## config.mk

```make
export PLATFORM = sky130hd
export DESIGN_NAME = video_subset_axis
export DESIGN_NICKNAME = d
export VERILOG_FILES = /design/src/rtl/video_subset_axis.sv
export SDC_FILE = /design/constraint.sdc
export NUM_CORES = 1
export LEC_CHECK = 0
export ABC_AREA = 1
export BUFFER_PORTS_ARGS = -buffer_cell sky130_fd_sc_hd__buf_4
export CAP_MARGIN = 15
export CORE_MARGIN = 1.5
export CORE_UTILIZATION = 40
export CTS_CLUSTER_SIZE = 16
export DETAILED_ROUTE_END_ITERATION = 8
export PLACE_DENSITY = 0.7
export SLEW_MARGIN = 20
export SYNTH_ARGS = -nofsm -noshare
export SYNTH_HDL_FRONTEND = slang
export SYNTH_SLANG_ARGS = --single-unit
```

## constraint.sdc

```tcl
create_clock -name clk -period 2.9 [get_ports clk]
set_input_delay 0.435 -clock clk [delete_from_list [all_inputs] [get_ports clk]]
set_output_delay 0.435 -clock clk [all_outputs]
set_load 0.1 [all_outputs]
```

## src/rtl/video_subset_axis.sv

```systemverilog
// video_subset_axis: remaps packed video pixels onto a 3-slot-per-pixel
// AXI4-Stream bus, rescaling each component MSB-aligned. The stream passes
// through a 2-entry skid buffer with a registered s_axis_tready. The block
// also reports the pixel count of the last completed line and the number
// of start-of-frame beats seen.
module video_subset_axis #(
  parameter string C_COLOR_FORMAT   = "YUV422",
  parameter int    C_IN_COMP_WIDTH  = 8,
  parameter int    C_OUT_COMP_WIDTH = 12,
  parameter int    C_PPC            = 1,
  parameter string C_PAD_MODE       = "ZERO",
  parameter int    C_CNT_WIDTH      = 16,
  localparam int   NCOMP = (C_COLOR_FORMAT == "YUV422") ? 2 : 3,
  localparam int   IW    = NCOMP * C_IN_COMP_WIDTH * C_PPC,
  localparam int   OW    = 3 * C_OUT_COMP_WIDTH * C_PPC,
  localparam int   CW    = C_CNT_WIDTH
) (
  input  logic          clk,
  input  logic          rst,
  input  logic [IW-1:0] s_axis_tdata,
  input  logic          s_axis_tvalid,
  output logic          s_axis_tready,
  input  logic          s_axis_tlast,
  input  logic          s_axis_tuser,
  output logic [OW-1:0] m_axis_tdata,
  output logic          m_axis_tvalid,
  input  logic          m_axis_tready,
  output logic          m_axis_tlast,
  output logic          m_axis_tuser,
  output logic [CW-1:0] line_len,
  output logic [CW-1:0] frame_cnt
);

  localparam int ICW     = C_IN_COMP_WIDTH;
  localparam int OCW     = C_OUT_COMP_WIDTH;
  localparam bit PAD_REP = (C_PAD_MODE == "REPLICATE");

  typedef enum logic [1:0] {ST_EMPTY, ST_ONE, ST_FULL} state_t;

  state_t        state, state_nx;
  logic [OW-1:0] mapped;
  logic [OW-1:0] out_data, skid_data;
  logic          out_last, out_user, skid_last, skid_user;
  logic          s_ready_q;
  logic          accept, out_take;
  logic          load_out_in, load_out_skid, load_skid;
  logic [CW-1:0] pix_cnt;

  // Component remap and rescale, resolved bit-by-bit at elaboration.
  // I counts bit positions down from the slot MSB; bits below the input
  // width are padded with zeros or with the input MSBs repeated cyclically.
  for (genvar p = 0; p < C_PPC; p++) begin : g_pix
    for (genvar k = 0; k < 3; k++) begin : g_slot
      localparam int COMP = (NCOMP == 2) ? k - 1 : k;
      for (genvar b = 0; b < OCW; b++) begin : g_bit
        localparam int I    = OCW - 1 - b;
        localparam int OBIT = (3 * p + k) * OCW + b;
        if (COMP < 0) begin : g_zero
          assign mapped[OBIT] = 1'b0;
        end else if (I < ICW) begin : g_copy
          assign mapped[OBIT] = s_axis_tdata[(NCOMP * p + COMP) * ICW + ICW - 1 - I];
        end else if (PAD_REP) begin : g_rep
          assign mapped[OBIT] = s_axis_tdata[(NCOMP * p + COMP) * ICW + ICW - 1 - (I % ICW)];
        end else begin : g_pad
          assign mapped[OBIT] = 1'b0;
        end
      end
    end
  end

  assign accept   = s_axis_tvalid & s_ready_q;
  assign out_take = m_axis_tvalid & m_axis_tready;

  // Skid FSM state register
  always_ff @(posedge clk) begin
    if (rst) state <= ST_EMPTY;
    else     state <= state_nx;
  end

  // Skid FSM next-state logic
  always_comb begin
    state_nx = state;
    unique case (state)
      ST_EMPTY: if (accept) state_nx = ST_ONE;
      ST_ONE: begin
        if (accept && !out_take)      state_nx = ST_FULL;
        else if (out_take && !accept) state_nx = ST_EMPTY;
      end
      ST_FULL:  if (out_take) state_nx = ST_ONE;
      default:  state_nx = ST_EMPTY;
    endcase
  end

  // Skid FSM outputs: register load strobes and output valid
  always_comb begin
    load_out_in   = 1'b0;
    load_out_skid = 1'b0;
    load_skid     = 1'b0;
    m_axis_tvalid = (state != ST_EMPTY);
    unique case (state)
      ST_EMPTY: load_out_in = accept;
      ST_ONE: begin
        load_out_in = accept & out_take;
        load_skid   = accept & ~out_take;
      end
      ST_FULL:  load_out_skid = out_take;
      default: ;
    endcase
  end

  // Input ready is registered from the next state so m_axis_tready never
  // reaches s_axis_tready combinationally; held low throughout reset.
  always_ff @(posedge clk) begin
    if (rst) s_ready_q <= 1'b0;
    else     s_ready_q <= (state_nx != ST_FULL);
  end

  // Output and skid data registers
  always_ff @(posedge clk) begin
    if (rst) begin
      out_data  <= '0;
      out_last  <= 1'b0;
      out_user  <= 1'b0;
      skid_data <= '0;
      skid_last <= 1'b0;
      skid_user <= 1'b0;
    end else begin
      if (load_out_in) begin
        out_data <= mapped;
        out_last <= s_axis_tlast;
        out_user <= s_axis_tuser;
      end else if (load_out_skid) begin
        out_data <= skid_data;
        out_last <= skid_last;
        out_user <= skid_user;
      end
      if (load_skid) begin
        skid_data <= mapped;
        skid_last <= s_axis_tlast;
        skid_user <= s_axis_tuser;
      end
    end
  end

  // Pixel, line-length and frame counters, updated on accepted input beats.
  // A start-of-frame beat clears the running count before adding its pixels.
  always_ff @(posedge clk) begin
    if (rst) begin
      pix_cnt   <= '0;
      line_len  <= '0;
      frame_cnt <= '0;
    end else if (accept) begin
      if (s_axis_tuser) frame_cnt <= frame_cnt + 1'b1;
      if (s_axis_tlast) begin
        line_len <= (s_axis_tuser ? '0 : pix_cnt) + CW'(C_PPC);
        pix_cnt  <= '0;
      end else begin
        pix_cnt  <= (s_axis_tuser ? '0 : pix_cnt) + CW'(C_PPC);
      end
    end
  end

  assign s_axis_tready = s_ready_q;
  assign m_axis_tdata  = out_data;
  assign m_axis_tlast  = out_last;
  assign m_axis_tuser  = out_user;

endmodule

```

==> results.md <==
* Worst Setup End Kind: register
* Slowest stage delay, CP at 0.62 ns
* Core footprint at 9860 µm²
* Setup Crit Path Kind: reg2reg
* Clock transition at the registers of the reported paths at 0.10 ns
* TritonCTS Buffers at 9
* Fillers at 967
* Register area at 1740 µm²
* Post-route ant nets at 0
* Worst endpoint data arrival time at 2.13 ns
* Largest net degree at the start of global routing at between 40 and 50
* Pwr/cell area at ~540 nW/µm²
* Cts hold-fix bufs at 0
* Hold Startpoint: s_axis_tdata[13]
* Final wirelength at 9810 µm
* Seq cells post-synth at 87
* I/O Buffers at 73
* # diodes at 0
* EDFF count, synth at 0
* Clock sinks at 87
* DR WL/cell at 12.7 µm
* Leakage at 2.01 nW
* Worst Setup SP: s_axis_tready
* Die width at 104 µm
* CTS root buffer: clkbuf_8
* Unrepaired setup endpoints after global routing: no
* Worst-skew pair later-pin latency at around 0.36 ns
* CP bufs+invs at 2
* Max Fclk at 0.527 GHz
* Setup ws final at 1.00 ns
* CP Cell Sequence: nand2_1 > nor2_1 > nand2_1 > inv_1 > a21oi_1 > inv_1 > nor2_1
* Slowest cell on crit path: inv_1
* WP depth at 7
* Total global routing overflow at 0
* Total GRT Usage at 0.186
* Ys Warns at 0
* Hold Path Class: in2reg
* Multi-input logic area at slightly below 2000 µm²
* IO Pins at 94
* DR DRC count at 0
* Async SR Flop Fraction at 0
* Slew Viols, Final at 0
* Via count at 3776
* Detailed placement HPWL at 6690 µm
* Worst slew margin at 0.504
* Status: finished clean
* Overall Power at between 2 and 3 mW
* Vias per cell at 4.90
* Crit path max fanout at 20
* Register-to-Register Path Depth at 7
* H-tree depth at 3
* Final hold vios at 0
* TritonRoute pass-1 iters at 4
* GRT busiest layer: met2
* Global placement routability congestion at between 0.8 and 0.9
* Mapped Avg Cell Area at 7.19 µm²
* CTS tree: done
* Starting Density at 0.416
* Most common flop cell mapped by yosys: dfxtp_1
* Count of final setup violators at 0
* CP endpoint: s_axis_tready
* First-pass GRT wire length at approximately 16000 µm
* Least-Margin Pin Slew at 0.743 ns
* Yosys cell types at 40
* CP top delay family: buffers and inverters
* Fraction of layout cells with a size suffix above 1 at 0.187
* Pre-CTS worst setup slack at ~0.62 ns
* Reg2reg start: s_axis_tready
* CP startpoint kind: register
* Initial antenna violation count at 0
* Sequential share of the synthesized area at 0.424
* Die H at 104 µm
* Clk_skew at between 0.01 and 0.015 ns
* Final period util at 0.654
* CTS resizes at 0
* Max Cap Violations at 0
* Final setup TNS at 0 ns
* Vias in the first global route at 3535
* Post-Synthesis Cells at between 500 and 600
* DR iter-0 viols at 259
* Worst R2R Setup Slack at around 1 ns
* Syn-to-layout area delta at 17.5%
* M1 GR Usage at 0.235
* FP Rows at 36
* Die Area at 10900 µm²
* Final nets at 656
* Reg-to-Reg End: s_axis_tready
* Global-route met2 utilization at 0.308
* Postcts setup bufs at 0
* Tmin final at about 1.9 ns
* Mapped Area at 4110 µm²
* Max clock buf depth at 2
* Critical path required time at approximately 3.1 ns
* VDD IR-drop max at between 200 and 250 µV
* Met3 usage at 0.0414
## cell usage after synthesis (5+ instances only)
| library cell | n | area, µm² |
|---|---|---|
| nand2_1 | 145 | 544 |
| dfxtp_1 | 87 | 1740 |
| nor2_1 | 75 | 282 |
| inv_1 | 43 | 161 |
| o21ai_0 | 35 | 175 |
| a21oi_1 | 32 | 160 |
| nand3_1 | 24 | 120 |
| buf_4 | 21 | 158 |
| a31oi_1 | 20 | 125 |
| clkbuf_1 | 10 | 37.5 |
| buf_2 | 9 | 45.0 |
| nand4_1 | 7 | 43.8 |
| nor2_2 | 6 | 37.5 |
| o21bai_1 | 5 | 37.5 |
## where the power goes
group	internal, mW	switching, mW	leakage [nW]
clock	0.427	0.458	0.107
sequential	1.22	0.0175	0.706
combinational	0.0819	0.404	1.20
## worst min-delay path: stages
cell and delay, ns:
buf_4 0.08, o21ai_0 0.07, nor2_1 0.08
## kinds of logic (layout without fill, tap and decap cells)
group / after synthesis / in the layout / synth area share
buffers and inverters: 92 / 139 / 0.113
AO/OA/AOI/OAI: 105 / 105 / 0.145
flip-flops: 87 / 87 / 0.424
XOR/XNOR: 5 / 5 / 0.0107
adder cells (fa/ha/maj): 2 / 2 / 0.00609
AND/OR/NAND/NOR: 279 / 279 / 0.300
other: 1 / 20 / 0.000913
## worst min-delay path by stage
stage,endpoint,depth (start not counted)
after CTS,skid_data[33],3
after detailed placement,line_len[1],2
after global placement,pix_cnt[1],2
after floorplan,pix_cnt[1],2
after global routing,skid_data[34],3
final,skid_data[33],3
## layout make-up
cell class,count,area share
Clock inverter,6,0.0137
Inverter,49,0.0386
Timing Repair Buffer,74,0.115
Sequential cell,87,0.361
Multi-Input combinational cell,411,0.409
Clock buffer,10,0.0285
Tap cell,133,0.0345
## placed cells by master, fill, tap and decap left out, types with 2 or more instances in the layout
master,netlist,routed
a211oi_1,3,3
inv_2,3,4
o21ai_0,35,35
o21bai_1,5,5
conb_1,1,20
a21o_1,2,2
nor2_2,6,6
clkinv_1,2,2
nor3_1,4,4
inv_1,43,42
nand3_1,24,24
nand4_2,2,2
nor2_1,75,75
buf_4,21,74
nand2_2,4,4
dfxtp_1,87,87
nor2_4,4,4
nand2_1,145,145
nand4_1,7,7
clkinv_2,0,2
a31oi_1,20,20
xor2_1,4,4
nand3_2,3,3
ha_1,2,2
o21a_1,4,4
inv_6,0,2
clkbuf_8,0,10
a21oi_1,32,32
## flip-flops by register name (all words and copies together) (netlist names)
name	count
m_axis_tuser	1
state	2
frame_cnt	16
s_axis_tready	1
line_len	16
m_axis_tlast	1
m_axis_tdata	16
skid_last	1
skid_user	1
skid_data	16
pix_cnt	16
## through the flow
| stage | std cells | hold WS, ns | cell area [µm²] | util |
|---|---|---|---|---|
| 2_1_floorplan | 590 | 0.444 | 4180 | - |
| 3_3_place_gp | 754 | 0.454 | 4620 | 0.469 |
| 3_5_place_dp | 754 | 0.462 | 4620 | 0.469 |
| 4_1_cts | 770 | 0.318 | 4830 | 0.489 |
| 5_1_grt | 770 | 0.327 | 4830 | 0.489 |
| 6_report | 770 | 0.334 | 4830 | 0.489 |
## metal layers
metal | vias to the layer above | wire, µm
met5 | - | 0
met4 | 0 | 187
met3 | 12 | 462
met2 | 101 | 4620
met1 | 1730 | 4540
li1 | 1933 | -
Power figures use the tool's default switching activity.
